$ cat config.mk
export PLATFORM = sky130hd
export DESIGN_NAME = apb_master_bridge
export DESIGN_NICKNAME = d
export VERILOG_FILES = /design/src/rtl/apb_pkg.sv /design/src/rtl/apb_wait_timer.sv /design/src/rtl/apb_master_bridge.sv
export SDC_FILE = /design/constraint.sdc
export NUM_CORES = 1
export LEC_CHECK = 0
export ABC_AREA = 1
export CAP_MARGIN = 5
export CORE_ASPECT_RATIO = 0.6
export CORE_MARGIN = 2
export CORE_UTILIZATION = 30
export CTS_BUF_LIST = sky130_fd_sc_hd__clkbuf_4
export DETAILED_ROUTE_END_ITERATION = 8
export PLACE_DENSITY_LB_ADDON = 0.15
export SYNTH_ARGS = -nofsm -noshare
export SYNTH_HDL_FRONTEND = slang
export SYNTH_SLANG_ARGS = --single-unit
$ cat constraint.sdc
create_clock -name PCLK -period 2.53 [get_ports PCLK]
set_input_delay 0.506 -clock PCLK [delete_from_list [all_inputs] [get_ports PCLK]]
set_output_delay 0.506 -clock PCLK [all_outputs]
set_load 0.005 [all_outputs]
$ cat src/rtl/apb_pkg.sv
// apb_pkg
// Shared APB definitions used by both the APB master bridge and the APB memory slave.
// Contents:
//   APB_ADDR_W  - default APB address width
//   APB_DATA_W  - default APB data width
//   apb_state_e - 2-bit APB transfer phase (IDLE / SETUP / ACCESS)
package apb_pkg;

  localparam int APB_ADDR_W = 32;
  localparam int APB_DATA_W = 32;

  typedef enum logic [1:0] {
    IDLE   = 2'd0,
    SETUP  = 2'd1,
    ACCESS = 2'd2
  } apb_state_e;

endpackage

$ cat src/rtl/apb_wait_timer.sv
// apb_wait_timer
// Saturating wait-state counter for the APB watchdog. It counts enabled cycles
// since the last clear. 'expired' is high while the count equals LIMIT-1. That
// marks the LIMIT-th consecutive enabled cycle, because the current cycle is
// not counted until its closing edge.
// Ports:
//   PCLK    in  clock
//   PRESETn in  asynchronous active-low reset (count -> 0)
//   clear   in  synchronous clear, wins over enable
//   enable  in  count this cycle
//   expired out current cycle is the LIMIT-th enabled cycle (or later)
module apb_wait_timer #(
  parameter int LIMIT = 16
) (
  input  logic PCLK,
  input  logic PRESETn,
  input  logic clear,
  input  logic enable,
  output logic expired
);

  localparam int CNT_W = (LIMIT > 1) ? $clog2(LIMIT) : 1;
  localparam logic [CNT_W-1:0] MAX_CNT = CNT_W'(LIMIT - 1);

  logic [CNT_W-1:0] count_q;
  logic [CNT_W-1:0] count_d;

  // The count saturates at MAX_CNT so it cannot wrap back to a non-expired value.
  always_comb begin
    count_d = count_q;
    if (clear) begin
      count_d = '0;
    end else if (enable && (count_q != MAX_CNT)) begin
      count_d = count_q + CNT_W'(1);
    end
  end

  always_ff @(posedge PCLK or negedge PRESETn) begin
    if (!PRESETn) begin
      count_q <= '0;
    end else begin
      count_q <= count_d;
    end
  end

  assign expired = (count_q == MAX_CNT);

endmodule

$ cat src/rtl/apb_master_bridge.sv
// apb_master_bridge
// Converts a valid/ready command stream into APB SETUP/ACCESS transfers, with one
// transfer outstanding at a time. It returns one registered response per command.
// A watchdog aborts a transfer whose slave holds PREADY low for TIMEOUT ACCESS
// cycles. TIMEOUT=0 removes the watchdog.
// Ports:
//   PCLK, PRESETn                  clock, asynchronous active-low reset
//   cmd_valid/cmd_ready            command handshake (cmd_ready is combinational)
//   cmd_write, cmd_addr, cmd_wdata command payload
//   rsp_valid/rsp_ready            response handshake (registered slot)
//   rsp_rdata, rsp_err             read data (0 for writes/aborts), abort flag
//   PSEL, PENABLE, PWRITE, PADDR, PWDATA  registered APB request outputs
//   PRDATA, PREADY                 APB completion inputs
module apb_master_bridge
  import apb_pkg::*;
#(
  parameter int ADDR_W  = APB_ADDR_W,
  parameter int DATA_W  = APB_DATA_W,
  parameter int TIMEOUT = 16
) (
  input  logic              PCLK,
  input  logic              PRESETn,
  input  logic              cmd_valid,
  output logic              cmd_ready,
  input  logic              cmd_write,
  input  logic [ADDR_W-1:0] cmd_addr,
  input  logic [DATA_W-1:0] cmd_wdata,
  output logic              rsp_valid,
  input  logic              rsp_ready,
  output logic [DATA_W-1:0] rsp_rdata,
  output logic              rsp_err,
  output logic              PSEL,
  output logic              PENABLE,
  output logic              PWRITE,
  output logic [ADDR_W-1:0] PADDR,
  output logic [DATA_W-1:0] PWDATA,
  input  logic [DATA_W-1:0] PRDATA,
  input  logic              PREADY
);

  apb_state_e        state_q, state_d;
  logic              psel_q, psel_d;
  logic              penable_q, penable_d;
  logic              pwrite_q, pwrite_d;
  logic [ADDR_W-1:0] paddr_q, paddr_d;
  logic [DATA_W-1:0] pwdata_q, pwdata_d;
  logic              rsp_valid_q, rsp_valid_d;
  logic [DATA_W-1:0] rsp_rdata_q, rsp_rdata_d;
  logic              rsp_err_q, rsp_err_d;

  logic cmd_fire;
  logic wd_expired;

  // A command is only taken when the response slot is free or draining this cycle.
  assign cmd_ready = (state_q == IDLE) && (!rsp_valid_q || rsp_ready);
  assign cmd_fire  = cmd_valid && cmd_ready;

  generate
    if (TIMEOUT > 0) begin : g_watchdog
      apb_wait_timer #(
        .LIMIT(TIMEOUT)
      ) u_wait_timer (
        .PCLK   (PCLK),
        .PRESETn(PRESETn),
        .clear  (cmd_fire),
        .enable ((state_q == ACCESS) && !PREADY),
        .expired(wd_expired)
      );
    end else begin : g_no_watchdog
      assign wd_expired = 1'b0;
    end
  endgenerate

  // State register plus all registered APB/response outputs.
  always_ff @(posedge PCLK or negedge PRESETn) begin
    if (!PRESETn) begin
      state_q     <= IDLE;
      psel_q      <= 1'b0;
      penable_q   <= 1'b0;
      pwrite_q    <= 1'b0;
      paddr_q     <= '0;
      pwdata_q    <= '0;
      rsp_valid_q <= 1'b0;
      rsp_rdata_q <= '0;
      rsp_err_q   <= 1'b0;
    end else begin
      state_q     <= state_d;
      psel_q      <= psel_d;
      penable_q   <= penable_d;
      pwrite_q    <= pwrite_d;
      paddr_q     <= paddr_d;
      pwdata_q    <= pwdata_d;
      rsp_valid_q <= rsp_valid_d;
      rsp_rdata_q <= rsp_rdata_d;
      rsp_err_q   <= rsp_err_d;
    end
  end

  // Next-state logic. PREADY wins over the watchdog on the same cycle.
  always_comb begin
    state_d = state_q;
    case (state_q)
      IDLE:    if (cmd_fire) state_d = SETUP;
      SETUP:   state_d = ACCESS;
      ACCESS:  if (PREADY || wd_expired) state_d = IDLE;
      default: state_d = IDLE;
    endcase
  end

  // Output logic. The address, direction and write data registers only load on
  // acceptance, so they hold their last values between transfers.
  always_comb begin
    psel_d      = psel_q;
    penable_d   = penable_q;
    pwrite_d    = pwrite_q;
    paddr_d     = paddr_q;
    pwdata_d    = pwdata_q;
    rsp_valid_d = rsp_valid_q && !rsp_ready;
    rsp_rdata_d = rsp_rdata_q;
    rsp_err_d   = rsp_err_q;
    case (state_q)
      IDLE: begin
        if (cmd_fire) begin
          pwrite_d  = cmd_write;
          paddr_d   = cmd_addr;
          pwdata_d  = cmd_wdata;
          psel_d    = 1'b1;
          penable_d = 1'b0;
        end
      end
      SETUP: begin
        penable_d = 1'b1;
      end
      ACCESS: begin
        if (PREADY) begin
          psel_d      = 1'b0;
          penable_d   = 1'b0;
          rsp_valid_d = 1'b1;
          rsp_rdata_d = pwrite_q ? '0 : PRDATA;
          rsp_err_d   = 1'b0;
        end else if (wd_expired) begin
          psel_d      = 1'b0;
          penable_d   = 1'b0;
          rsp_valid_d = 1'b1;
          rsp_rdata_d = '0;
          rsp_err_d   = 1'b1;
        end
      end
      default: begin
        psel_d    = 1'b0;
        penable_d = 1'b0;
      end
    endcase
  end

  assign PSEL      = psel_q;
  assign PENABLE   = penable_q;
  assign PWRITE    = pwrite_q;
  assign PADDR     = paddr_q;
  assign PWDATA    = pwdata_q;
  assign rsp_valid = rsp_valid_q;
  assign rsp_rdata = rsp_rdata_q;
  assign rsp_err   = rsp_err_q;

endmodule

==> results.cfg, run 1 <==
[timing]
tightest_slew_ns = 0.485
setup_ws_ns = 0.300
tns_ns = 0
fmaxAchievable_mhz = 448
final.min_clock_period_ns = 2.23
holdWs_ns = 0.430
clock-skew-final_ns = 0.0256
drv_slew = 0
period_share_pct = 88.1
setup_viol = 0
rsz0062_at_grt = false
hold_viol = 0
relSlewSlack_pct = 67.6

[synth]
avgSynthCellArea_sq_um = 8.84
synth_area_leaders = dfrtp_1 64%, nand2_1 25%, nand3_1 4.7%, buf_2 1.1%, clkbuf_1 0.81%
synth-seq-cells = 107
synthCells = 473
async_flop_share_pct = 100
synth-main-ff-cell = dfrtp_1
synth_commonest_cells = 276 x nand2_1, 107 x dfrtp_1, 39 x nand3_1
synth_top_area_share_pct = 64.1
ys_types = 19
synth-edff-count = 0
yosys_warnings = 0
synth_area_sq_um = 4180
syn_nets = 576
synth_seq_area_share_pct = 64.1
synth_top_cell_by_area = dfrtp_1
yosysMostFrequentCell = nand2_1

[finish]
antenna_cells = 0
syn_to_final_growth_pct = 56.1
nNetsFinal = 778
layout-drive-gt1-share_pct = 5.29
fin_cells = 855

[placed_design]
dp_cells = 838
portBuffers = 203
gp_congestion = 0.829
post-dp-hpwl_mm = 8.53
pre_cts_slack_ns = 0.310

[detailed_routing]
post_drt_wl_per_cell_microns = 14.1
drt_iter0_markers = 224
firstDrtPassIters = 4
via_count = 3745
remaining_drc_errors = 0
detail_route.wirelength_mm = 12.0
vias_per_cell = 4.38
ant_nets = 0

[clocking]
cts.repair.resized = 0
cts_tree = yes
cts_setup_buffers = 0
htreeDepth = 3
clockBufferDepth = 2
hold_buffers = 1
clk_latency_ns = 0.46
root_buffer = clkbuf_4
cts.sinks = 107
clkSlewWorstSetupHoldPaths_ns = 0.18
cts_inserted_buffers = 9

[die]
initial_core_util_pct = 30.7
io_pins = 204
die-height_microns = 95.4
num_rows = 33
coreArea_sq_um = 13600
die_area_sq_um = 14900
die_x_microns = 156

[power]
power_frac_seq_pct = 42.7
pwr_density_cell_nw_per_um2 = 1020
pwr-share-comb_pct = 45.3
swShare_pct = 34.9
clkPwrFrac_pct = 12.0
p_leak_nw = 3.24
power.internal_mw = 4.32
total_power_mw = 6.63
p_sw_mw = 2.31
ir_drop_v = 0.000450

[worst_setup_path]
crit_top_cell = clkdlybuf4s50_1
crit_type = input pin to primary output
worstSetupEndpointType = primary output
cp_max_fo = 2
path_buf_inv = 2
cp.arrival_ns = 1.72
slowest_stage = clkdlybuf4s50_1
cpLargestDelayFamily = buffers and inverters
crit_path_max_incr_delay_ns = 0.53
worstPathRequired_ns = 2.02
path_cells = clkdlybuf4s50_1 -> nor2_1 -> nor3_1 -> clkdlybuf4s50_1
crit_path_start_kind = input pin

[global_routing]
antenna_found_initial = 0
grt_pass1_vias = 3647
grt_start_max_net_pins = 59
grt_overflow = 0
grt_usage_pct = 16.6
grt_first_pass_wirelength_mm = 19.1

[outcome]
status = completed

[job]
drv_cap = 0

[hold_path]
hold_path_class = input pin to async pin
## final timing paths
| check | cells past startpoint | slack (ns) | from | endpoint |
|---|---|---|---|---|
| worst max-delay path | 4 | 0.30 | rsp_ready | cmd_ready |
| worst min-delay path | 2 | 0.43 | PRESETn | PADDR[31]$_DFFE_PN0P_ |
| worst min register to register | 2 | 0.50 | PADDR[1]$_DFFE_PN0P_ | PADDR[1]$_DFFE_PN0P_ |
| max in group asynchronous | 3 | 1.38 | PRESETn | PWDATA[10]$_DFFE_PN0P_ |
| worst max register to register | 7 | 0.91 | g_watchdog.u_wait_timer.count_q[0]$_DFFE_PN0P_ | rsp_rdata[7]$_DFFE_PN0P_ |
| min in group PCLK | 2 | 0.50 | PADDR[1]$_DFFE_PN0P_ | PADDR[1]$_DFFE_PN0P_ |
## through the flow
step | util, % | area, sq um
after CTS | 47.9 | 6530
final | 47.9 | 6530
after detailed placement | 47.0 | 6400
after global placement | 47.0 | 6400
after global routing | 47.9 | 6530
after floorplan | - | 4180
## registers in the layout (all words and copies together) (netlist names)
register	flops
PSEL	1
rsp_rdata	32
PADDR	32
PWRITE	1
PWDATA	32
rsp_valid	1
rsp_err	1
g_watchdog.u_wait_timer.count_q	4
state_q	2
PENABLE	1
## per-layer routing
layer  track usage (%)  part of all wire [%]  vias to the layer above
li1                  -                     -                     1858
met1              22.3                    47                     1724
met2              24.0                    41                      158
met3              8.73                    11                        5
met4              3.36                  0.48                        0
met5                 0                     0                        -
## kinds of logic (layout without fill, tap and decap cells)
family          count (synthesis)  in the layout  synth area share (%)
flops                         107            107                  64.1
compound gates                  5              5                 0.838
buf+inv                        32            239                  3.68
simple gates                  328            328                  31.1
fa+ha+maj                       1              1                 0.299
## cells in the final DEF, fill, tap and decap left out
cell / count
a21boi_2: 1
inv_2: 3
nand2_1: 276
or2_2: 1
dfrtp_1: 107
buf_4: 10
nor3_1: 1
clkdlybuf4s50_1: 202
inv_6: 3
nand4_1: 3
ha_1: 1
buf_12: 1
clkinv_2: 3
inv_1: 6
nand3_2: 1
dlygate4sd3_1: 1
clkinv_4: 1
nor2_1: 5
nand3_1: 39
clkbuf_4: 9
nor2_2: 2
o21ai_0: 3
o21ai_2: 1
## power groups by stage
stage	sequential, mW	clock [mW]	combinational (mW)
after floorplan	2.87	0	1.08
after global placement	2.83	0	3.00
after detailed placement	2.85	0	3.04
after CTS	2.83	0.852	3.05
after global routing	2.92	0.920	3.33
final	2.83	0.798	3.00
## area by class of cell
cell class	instances	area, sq um
clock buffers	9	67.6
flip-flops and latches	107	2680
repair buffers	214	2130
well taps	175	219
clock inverters	7	50.0
inverters	9	33.8
fillers	1275	7100
multi-input cells	334	1350
(Power assumes the default switching activity.)
==> run 2: changes to the inputs <==
CTS_CLUSTER_DIAMETER = 150   (was unset)
==> results of run 2 <==
No change in the layout: final DEF, timing and power equal those of run 1.
==> run 3: changes to the inputs <==
SYNTH_HIERARCHICAL = 1   (was unset)
==> run 3 against run 2 <==
Compared with the run above: clock-buffer cell count rose by 3; flip-flop and latch count down 1; clock power barely moved; setup slack got worse by 0.093 ns; maximum frequency down 4.0%; sequential share of layout area shrank 1.6 points; largest power group unchanged.
==> results.cfg, run 3 <==
[worst_setup_path]
cpLargestDelayFamily = buffers and inverters
cp_max_fo = 6
reg2reg_from = g_watchdog.u_wait_timer/count_q[0]$_DFFE_PN0P_
worstPathRequired_ns = 2.02
worstSetupEndpointType = primary output
path_cells = nor2_4 -> and2_1 -> clkdlybuf4s50_1
crit_path_max_incr_delay_ns = 0.51
crit_path_start_kind = register
startpoint = state_q[1]$_DFFE_PN0P_
crit_type = register to primary output
rr_endpoint = rsp_rdata[13]$_DFFE_PN0P_
crit_cells = 3
reg2reg_depth = 8
cp.arrival_ns = 1.82
slowest_stage = clkdlybuf4s50_1
rrSetupSlack_ns = 0.75
path_buf_inv = 1

[power]
pwr_density_cell_nw_per_um2 = 1050
pwr-share-comb_pct = 47.7
power.internal_mw = 4.50
p_leak_nw = 3.23
ir_drop_v = 0.000390
p_sw_mw = 2.55
swShare_pct = 36.1
power_frac_seq_pct = 41.0
clkPwrFrac_pct = 11.3

[outcome]
status = completed

[synth]
yosys_warnings = 6
synthMuxAreaShare_pct = 0
synth_top_cell_by_area = dfrtp_1
synthAdderAreaFrac_pct = 0.284
synth-main-ff-cell = dfrtp_1
synth_area_sq_um = 4410
avgSynthCellArea_sq_um = 9.09
synth_xor_area_share_pct = 0.199
async_flop_share_pct = 100
synthCells = 485
yosysMostFrequentCell = nand2_1
synth_seq_area_share_pct = 60.2
synth_top_area_share_pct = 60.2
synth_area_leaders = dfrtp_1 60%, nand2_1 18%, nand4_1 9.5%, nand3_1 4.1%, buf_2 1.8%
synth_top_family_by_area = simple AND/OR/NAND/NOR gates
synth-compound-area-share_pct = 0.114
ys_types = 20
syn_nets = 588
synth-edff-count = 0
yosys.area_share.simple_pct = 33.5
synth_commonest_cells = 210 x nand2_1, 106 x dfrtp_1, 67 x nand4_1
synth-seq-cells = 106

[finish]
syn_to_final_growth_pct = 52.5
final_common_cell = nand2_1
antenna_cells = 0
nNetsFinal = 778
layout-drive-gt1-share_pct = 6.32
mostFrequentLayoutCells = 209 x nand2_1, 201 x clkdlybuf4s50_1, 106 x dfrtp_1
final_area_sq_um = 6720

[clocking]
htreeDepth = 3
cts.sinks = 106
clk_latency_ns = 0.45
cts_setup_buffers = 0
cts_inserted_buffers = 9
clkSlewWorstSetupHoldPaths_ns = 0.15
clockBufferDepth = 2
root_buffer = clkbuf_4
cts.repair.resized = 0
cts_tree = yes

[timing]
drv_slew = 0
period_share_pct = 91.8
tns_ns = 0
hold_viol = 0
fmaxAchievable_mhz = 430
relSlewSlack_pct = 52.0
tightest_slew_ns = 0.719
setup_viol = 0
rsz0062_at_grt = false
clock-skew-final_ns = 0.0165
final.min_clock_period_ns = 2.32

[hold_path]
min_to = state_q[0]$_DFFE_PN0P_
min_from = cmd_valid
hold_path_class = input pin to register
hold_depth = 3

[global_routing]
grt_overflow = 0
antenna_found_initial = 0
grt_usage_pct = 17.5
grt_start_max_net_pins = 66
grt_pass1_vias = 4003
grt_first_pass_wirelength_mm = 21.9

[job]
drv_cap = 0

[detailed_routing]
ant_nets = 0
firstDrtPassIters = 4
remaining_drc_errors = 0
post_drt_wl_per_cell_microns = 15.4
drt_iter0_markers = 234
vias_per_cell = 4.65
detail_route.wirelength_mm = 13.5
via_count = 4080

[die]
coreArea_sq_um = 14400
initial_core_util_pct = 30.6
die-height_microns = 97.9
die_area_sq_um = 15700
die_x_microns = 160
io_pins = 204
num_rows = 34

[placed_design]
post-dp-hpwl_mm = 9.29
place_area_sq_um = 6590
gp_congestion = 0.750
portBuffers = 203
==> run 3: changes by cell type after synthesis, sizes merged, moves of 3 or more <==
cell   delta
nand2    -65
nand4    +64
buf      +14
nor2      +5
nand3     -3
o21ai     -3
==> run 3: tightest hold or removal path, delay by kind of cell <==
kind          cells  cell delay, ns
buf+inv           2            0.16
simple gates      1            0.23
==> run 3: power by group through the flow <==
| stage | Combinational [mW] | Sequential (mW) | Clock (mW) |
|---|---|---|---|
| after detailed placement | 3.40 | 2.91 | 0 |
| final | 3.36 | 2.89 | 0.795 |
| after floorplan | 1.32 | 2.92 | 0 |
| after CTS | 3.41 | 2.89 | 0.843 |
| after global placement | 3.36 | 2.89 | 0 |
| after global routing | 3.70 | 2.99 | 0.902 |
==> run 3: kinds of logic after synthesis <==
kind of cell	count (synthesis)
buf+inv	48
xor+xnor	1
compound gates	1
fa+ha+maj	1
simple gates	328
flops	106
==> run 3: layout make-up <==
class / instances / area (sq um)
clock inverter: 4 / 28.8
multi-input combinational: 331 / 1510
inverter: 11 / 41.3
timing repair buffer: 216 / 2150
tap: 198 / 248
fill: 1377 / 7700
clock buffer: 12 / 90.1
sequential: 106 / 2650
==> run 3: how the worst max path moves through the flow <==
| stage | endpoint | slack (ns) |
|---|---|---|
| after floorplan | cmd_ready | 1.06 |
| after global placement | cmd_ready | 0.28 |
| after detailed placement | cmd_ready | 0.28 |
| after CTS | cmd_ready | 0.14 |
| after global routing | cmd_ready | 0.09 |
| final | cmd_ready | 0.21 |
==> run 3: per-stage QoR <==
step           util [%]  hold slack, ns  cells  setup WS (ns)  power, mW
2_1_floorplan         -           0.210    485           1.06       4.24
5_1_grt            46.6           0.456    878         0.0887       7.60
3_5_place_dp       45.7           0.457    861          0.277       6.31
4_1_cts            46.6           0.450    878          0.142       7.15
6_report           46.6           0.486    878          0.207       7.05
3_3_place_gp       45.7           0.452    861          0.276       6.25
==> run 3: routing by layer <==
layer  part of all wire, %  GRT usage, %  wire length [microns]  vias up
met1                    46          24.2                   6280     1968
met4                  0.73          3.19                     99        0
met3                   7.5          6.67                   1010        9
li1                      -             -                      -     1971
met2                    45          26.4                   6110      132
met5                     0             0                      0        -
==> run 3: repair_timing <==
| action | 4_1_cts | 5_1_grt |
|---|---|---|
| hold buffers | 1 | 0 |
| endpoints found under the setup margin | 0 | 0 |
| hold endpoints to repair | 33 | 0 |
